`src/rtl/cb_pkg.sv`:
```
// Shared definitions for the CB address skew generator: defaults, FSM encoding
// and the lane-slice helper used to address the flat per-lane buses.
package cb_pkg;
  localparam int CB_AW_DEF = 19;
  localparam int L_DEF     = 4;

  typedef enum logic [1:0] {
    IDLE  = 2'd0,
    RUN   = 2'd1,
    DRAIN = 2'd2
  } state_t;

  function automatic int lane_lsb(input int lane, input int aw);
    return lane * aw;
  endfunction
endpackage

```
`src/rtl/cb_lane_skew.sv`:
```
// L-stage register chain carrying {en, addr}; dir picks the entry lane and
// the shift direction, so each lane is a registered copy of its upstream neighbour.
module cb_lane_skew
  import cb_pkg::*;
#(
  parameter int L  = L_DEF,
  parameter int AW = CB_AW_DEF
) (
  input  logic            clk,
  input  logic            rst_n,
  input  logic            dir,
  input  logic            in_en,
  input  logic [AW-1:0]   in_addr,
  output logic [L-1:0]    lane_en,
  output logic [AW*L-1:0] lane_addr
);

  logic          en_q   [L];
  logic [AW-1:0] addr_q [L];

  for (genvar i = 0; i < L; i++) begin : g_lane
    localparam int UP = (i == 0) ? 0 : i - 1;
    localparam int DN = (i == L - 1) ? L - 1 : i + 1;

    logic          nxt_en;
    logic [AW-1:0] nxt_addr;

    always_comb begin
      if (!dir) begin
        nxt_en   = (i == 0) ? in_en   : en_q[UP];
        nxt_addr = (i == 0) ? in_addr : addr_q[UP];
      end else begin
        nxt_en   = (i == L - 1) ? in_en   : en_q[DN];
        nxt_addr = (i == L - 1) ? in_addr : addr_q[DN];
      end
    end

    always_ff @(posedge clk or negedge rst_n) begin
      if (!rst_n) begin
        en_q[i]   <= 1'b0;
        addr_q[i] <= '0;
      end else begin
        en_q[i]   <= nxt_en;
        addr_q[i] <= nxt_addr;
      end
    end

    assign lane_en[i]                      = en_q[i];
    assign lane_addr[lane_lsb(i, AW) +: AW] = addr_q[i];
  end

endmodule

```
`src/rtl/cb_addr_skew_gen.sv`:
```
// Strided CB BRAM address burst generator: one start command produces a burst
// that is skewed one cycle per lane across L lanes, with optional bank offset.
module cb_addr_skew_gen
  import cb_pkg::*;
#(
  parameter int L       = L_DEF,
  parameter int CB_AW   = CB_AW_DEF,
  parameter int ROW_LEN = 10,
  parameter int BURST_W = 4
) (
  input  logic               clk,
  input  logic               sys_rst,
  input  logic               start,
  input  logic [CB_AW-1:0]   base_addr,
  input  logic [CB_AW-1:0]   stride,
  input  logic [BURST_W-1:0] burst_len,
  input  logic               dir,
  input  logic               lane_ofs_en,
  input  logic [ROW_LEN-1:0] group_cnt,
  output logic               busy,
  output logic               done,
  output logic [L-1:0]       CB_en,
  output logic [CB_AW*L-1:0] CB_addr
);

  localparam int DW = $clog2(L);

  state_t             state;
  logic [CB_AW-1:0]   acc;
  logic [CB_AW-1:0]   stride_q;
  logic [BURST_W-1:0] len_q;
  logic [BURST_W-1:0] cnt;
  logic [DW-1:0]      dcnt;
  logic               dir_q;
  logic               ofs_q;
  logic               odd_q;

  logic               accept;
  logic               last;
  logic               inj_en;
  logic [CB_AW-1:0]   inj_addr;
  logic               chain_dir;
  logic [L-1:0]       lane_en;
  logic [CB_AW*L-1:0] lane_addr;
  logic               unused_grp;

  assign unused_grp = ^group_cnt[ROW_LEN-1:1];

  assign accept    = (state == IDLE) && start && (burst_len != '0);
  assign last      = (cnt == len_q - 1'b1);
  assign chain_dir = (state == IDLE) ? dir : dir_q;

  // Element 0 enters the chain straight from the command so it shows on the
  // entry lane one cycle after start; RUN then feeds elements 1..len-1.
  always_comb begin
    inj_en   = 1'b0;
    inj_addr = '0;
    if (accept) begin
      inj_en   = 1'b1;
      inj_addr = base_addr;
    end else if (state == RUN && !last) begin
      inj_en   = 1'b1;
      inj_addr = acc;
    end
  end

  always_ff @(posedge clk or negedge sys_rst) begin
    if (!sys_rst) begin
      state    <= IDLE;
      busy     <= 1'b0;
      done     <= 1'b0;
      acc      <= '0;
      stride_q <= '0;
      len_q    <= '0;
      cnt      <= '0;
      dcnt     <= '0;
      dir_q    <= 1'b0;
      ofs_q    <= 1'b0;
      odd_q    <= 1'b0;
    end else begin
      case (state)
        IDLE: begin
          if (accept) begin
            state    <= RUN;
            busy     <= 1'b1;
            acc      <= base_addr + stride;
            stride_q <= stride;
            len_q    <= burst_len;
            cnt      <= '0;
            dir_q    <= dir;
            ofs_q    <= lane_ofs_en;
            odd_q    <= group_cnt[0];
          end
        end
        RUN: begin
          if (last) begin
            state <= DRAIN;
            dcnt  <= DW'(1);
            done  <= (L == 2);
          end else begin
            cnt <= cnt + 1'b1;
            acc <= acc + stride_q;
          end
        end
        DRAIN: begin
          if (dcnt == DW'(L - 1)) begin
            state <= IDLE;
            busy  <= 1'b0;
            done  <= 1'b0;
          end else begin
            dcnt <= dcnt + 1'b1;
            done <= (dcnt + 1'b1 == DW'(L - 1));
          end
        end
        default: begin
          state <= IDLE;
          busy  <= 1'b0;
          done  <= 1'b0;
        end
      endcase
    end
  end

  cb_lane_skew #(
    .L  (L),
    .AW (CB_AW)
  ) u_skew (
    .clk       (clk),
    .rst_n     (sys_rst),
    .dir       (chain_dir),
    .in_en     (inj_en),
    .in_addr   (inj_addr),
    .lane_en   (lane_en),
    .lane_addr (lane_addr)
  );

  // Bank offset is added only here; odd groups mirror the lane order.
  for (genvar i = 0; i < L; i++) begin : g_out
    logic [CB_AW-1:0] ofs;

    always_comb begin
      ofs = '0;
      if (ofs_q) ofs = odd_q ? CB_AW'(L - 1 - i) : CB_AW'(i);
    end

    assign CB_en[i] = lane_en[i];
    assign CB_addr[lane_lsb(i, CB_AW) +: CB_AW] =
      lane_en[i] ? lane_addr[lane_lsb(i, CB_AW) +: CB_AW] + ofs : '0;
  end

endmodule

```
`config.mk`:
```
export PLATFORM = sky130hd
export DESIGN_NAME = cb_addr_skew_gen
export DESIGN_NICKNAME = d
export VERILOG_FILES = /design/src/rtl/cb_pkg.sv /design/src/rtl/cb_lane_skew.sv /design/src/rtl/cb_addr_skew_gen.sv
export SDC_FILE = /design/constraint.sdc
export NUM_CORES = 1
export LEC_CHECK = 0
export BUFFER_PORTS_ARGS = -buffer_cell sky130_fd_sc_hd__buf_2
export CAP_MARGIN = 40
export CORE_MARGIN = 2
export CORE_UTILIZATION = 50
export DETAILED_ROUTE_END_ITERATION = 6
export HOLD_SLACK_MARGIN = 0.08
export PLACE_DENSITY = 0.72
export SLEW_MARGIN = 15
export SYNTH_ARGS = -nofsm -noshare
export SYNTH_HDL_FRONTEND = slang
export SYNTH_SLANG_ARGS = --single-unit
```
`constraint.sdc`:
```
create_clock -name clk -period 5.5 [get_ports clk]
set_clock_uncertainty 0.1 [all_clocks]
set_input_delay 0.55 -clock clk [delete_from_list [all_inputs] [get_ports clk]]
set_output_delay 0.55 -clock clk [all_outputs]
set_load 0.02 [all_outputs]
```
# Yosys cells after proc, flatten, opt, wreduce, memory -nomap -nowiden
# Cells that the tools add are included.
# totals
reg_bits	135
input_bits	57
memories	0
latchBits	0
romBits	0
word_cells	98
ramBits	0
output_inout_bits	82
# op_classes
div_mod_pow	0
eq_ne	10
n_reduce_logical	14
n_shift	0
add_sub_neg	9
n_bitwise	2
n_mul	0
n_lt_le_gt_ge	0
mux	44
# op_table
operator	count
$mux 19	12
$add 19x19->19	6
$pmux 19 s2	1
$mux 2	13
$reduce_and 3->1	4
$mux 1	11
$ne 2x2->1 const B	5
$mux 4	2
$pmux 4 s2	1
$eq 2x2->1 const B	3
$pmux 1 s3	2
$pmux 2 s3	1
$add 4x1->4 const B	1
$eq 4x4->1	1
$pmux 2 s2	1
$reduce_and 2->1	2
$reduce_bool 2->1	2
$reduce_bool 4->1	1
$sub 4x1->4 const B	1
$logic_and 1x1->1	3
$add 2x1->2 const B	1
$eq 2x1->1 const B	1
$logic_not 2->1	1
$not 1->1	2
$logic_not 1->1	1

# Longest topological paths before layout
# depth
word_depth	7
mapped_depth	11
ltp_nobuf	11

# Cells and area by module
# Synthesis repeated with hierarchy kept, for this count alone.
# unflattened
hier_cells	918
hier_area_um2	9501.6
# by_module_without_submodules
mod	cells_per_inst	instances	area_per_inst_um2
cb_addr_skew_gen	749	1	6127.1
cb_lane_skew	169	1	3374.5

# Worst setup path after synthesis
# OpenSTA, ideal clock, no wires.
# synth_path
path_type	register -> output
from	register odd_q
to	output CB_addr[33]
stages_incl_launch_ff	10
arrival_ps	2603
slack_ps	2247
cell_sequence	dfrtp_1 nand2b_1 inv_1 ha_1 inv_1 fa_1 nor3_1 nand2_1 or3_1 a21boi_0
# synth_between
elab_chain_len	4
# synth_lines
item	line	source
start: declaration	cb_addr_skew_gen.sv:36	logic odd_q;
start signal: assignment	cb_addr_skew_gen.sv:92	odd_q <= group_cnt[0];
$mux 2 (2 in a row)	cb_addr_skew_gen.sv:143	if (ofs_q) ofs = odd_q ? CB_AW'(L - 1 - i) : CB_AW'(i);
$add 19x19->19	cb_addr_skew_gen.sv:148	lane_en[i] ? lane_addr[lane_lsb(i, CB_AW) +: CB_AW] + ofs : '0;
$mux 19	cb_addr_skew_gen.sv:148	
end: declaration	cb_addr_skew_gen.sv:23	output logic [CB_AW*L-1:0] CB_addr
# Every way passes these cells.

# Worst setup path in the final report
# layout_path
from	register odd_q
to	output CB_addr[75]
# The elaborated chain is that of the path after synthesis.

==> reports/results.ini <==
[synth]
ys_warn_count=0
ys.flop_type=dfrtp_1
syn_inst=1040
muxShareOfSynthArea_pct=3.372
synth_compound_area_share_pct=15.85
synth.area.top_cells=dfrtp_1 (38%), nand2_1 (8.3%), ha_1 (6.7%), xnor2_1 (5.4%), and2_1 (4.4%)
synth_top_area_share_pct=37.78
yosys.area.top_type=dfrtp_1
synthSimpleGateAreaFrac_pct=22.99
synth_cell_types=55
synth_edf_count=0
synth-xor-area-share_pct=9.011
async_flop_share_pct=100.0
synth_area_um2=8942
post_synth.cell_area_avg_um2=8.598
ys_seq_elements=135
yosys.area_share.adder_pct=8.059
synth_seq_area_share_pct=37.78
synth_top_family_by_area=simple AND/OR/NAND/NOR gates
syn_nets=1151

[critical_path]
path_buf_inv=3
crit_path_start_kind=register
cp_data_required_time_ps=4850
cp_max_fo=4
arrival_ps=3620
critPathSlowestCell=nor3_1
critical_path.max_stage_delay_ps=640
critPathKind=reg2out
r2r_slack_ps=1810
cp_cell_sequence=nand2b_1 > inv_1 > ha_1 > inv_1 > fa_1 > nor3_1 > nand2_1 > nor3_1 > xor2_1 > and2_1 > buf_2
cp_top_family=simple AND/OR/NAND/NOR gates
end_kind=output pin

[global_routing]
grt_use_total_pct=24.93
overflow=0
grt_max_degree=85
grt_pass1_vias=7169
grt_pass1_wl_um=36360
antenna_found_initial=0

[cells_and_area]
nNetsFinal=1266
drive_gt1_share_pct=17.47
n_antenna_cell=0
final_cell_mix=nand2_1 (197), dfrtp_1 (135), buf_2 (128)
layout_commonest_cell=nand2_1
area_growth_syn_to_layout_pct=17.17
fill_cells=1546

[cts]
cts_buffer_depth=2
clkSinkCount=135
numCtsBuffers=17
path_clk_slew_ps=60
root_buffer=clkbuf_16
cts_max_level=4
cts_tree=built
clkLatencyLatePin_ps=420

[worst_hold_path]
min_path_type=in2reg

[run]
maxCapViolCount=0

[power_and_ir_drop]
p_total_w=0.007244
powerDensity_nw_per_um2=691.4
leakage_nw=5.012
vdd_drop_max_uv=374.5

[floorplan]
io_pins=139
die_area_um2=18970
core_area_um2=17420
die_h_um=137.7
die_x_um=137.7
num_rows=48
initial_core_util_pct=51.34

[routing]
wl_per_cell_um=16.27
route.final.wire_length_um=22660
first_iter_violations=516
firstDrtPassIters=7
num_vias=7638
drtAntennaViolNets=0
drc=5
viasPerCell=5.483

[timing]
rsz0062_at_grt=no
maxSlewHeadroom_pct=49.12
worst_pin_slew_ps=758.5
finalMaxSlewViolations=0
max_freq_mhz=234.2
final-hold-violation-count=0
setup_viol=0
fin_crit_ps=4270
period_share_pct=77.63
finalSetupTns_ps=0

[placed_design]
gp_congestion=0.8156
port_buffers=129
hpwl_um=16600

[status]
outcome=finished, violations left
violations=design-rule violations

[registers in the layout, indices dropped and copies added (netlist names), 2 cells and up]
| name | flops |
|---|---|
| u_skew.lane_addr | 76 |
| dcnt | 2 |
| stride_q | 19 |
| len_q | 4 |
| u_skew.lane_en | 4 |
| cnt | 4 |
| acc | 19 |
| state | 2 |
[cell usage after synthesis (3+ instances only)]
library cell  count
a211oi_1          7
a21boi_0         12
a21o_1           23
a21oi_1          54
a221oi_1          3
a22oi_1          21
a31oi_1           8
and2_1           63
and3_1           19
and4_1            3
clkbuf_1         40
dfrtp_1         135
fa_1              6
ha_1             48
inv_1            28
mux2_2           25
nand2_1         197
nand2b_1          7
nand3_1          30
nand4_1           5
nor2_1           61
nor2b_1          16
nor3_1           13
nor4_1            3
o21a_1            7
o21ai_0          66
or2_2             4
or3_1            10
xnor2_1          55
xor2_1           37
[worst min-delay path, cell delays in order]
cell and delay [ps]:
buf_2 90, nand2_1 40, o21ai_0 60
[metal layers]
metal,up-vias,track usage [%],wire length [µm]
met5,-,0,0
met4,0,7.313,334
met3,25,4.415,1255
met2,225,40.63,10760
met1,3586,34.14,10310
li1,3802,-,-
[cell families (layout without fill, tap and decap cells)]
kind of cell	after synthesis	count (layout)
fa+ha+maj	54	54
mux	27	27
flops	135	135
buf+inv	70	198
simple gates	437	437
xor+xnor	92	92
compound gates	225	225
[final timing paths]
path                            cells after the start      endpoint         start
worst max register to register                     11       acc[18]      len_q[0]
worst min-delay path                                3      len_q[1]  burst_len[1]
max in group asynchronous                           4  stride_q[16]       sys_rst
worst max-delay path                               11   CB_addr[75]         odd_q
min in group asynchronous                           3  stride_q[11]       sys_rst
worst min register to register                      1          busy          busy
[layout make-up]
type                            count  area (µm²)  area share [%]
Multi-Input combinational cell    835        5325           50.82
Clock buffer                       19       442.9           4.227
Inverter                           29       108.9           1.039
Timing Repair Buffer              137       747.0           7.129
Sequential cell                   135        3378           32.24
Clock inverter                     13       193.9           1.851
Tap cell                          225       281.5           2.687
[metrics by stage]
stage          hold slack, ps  setup slack (ps)  util [%]  std cells  cell area, µm²
6_report                262.1              1230     60.16       1393           10480
5_1_grt                 254.4              1073     60.16       1393           10480
4_1_cts                 115.0              1214     59.94       1391           10440
3_5_place_dp            364.8              1679     56.29       1359            9803
3_3_place_gp            360.0              1691     56.17       1358            9783
2_1_floorplan           154.4              2247         -       1040            8942
[report_power, final]
group | leakage, nW | internal (W) | switching, W
logic | 3.08 | 0.00163 | 0.00230
clock network | 0.297 | 0.000776 | 0.000454
registers | 1.63 | 0.00150 | 0.000590
[what timing repair did]
item                      4_1_cts  5_1_grt
hold buffers                    0        1
buffers inserted                0        0
gates resized for setup         0        0
hold endpoints to repair        0       27
(Power assumes the default switching activity.)
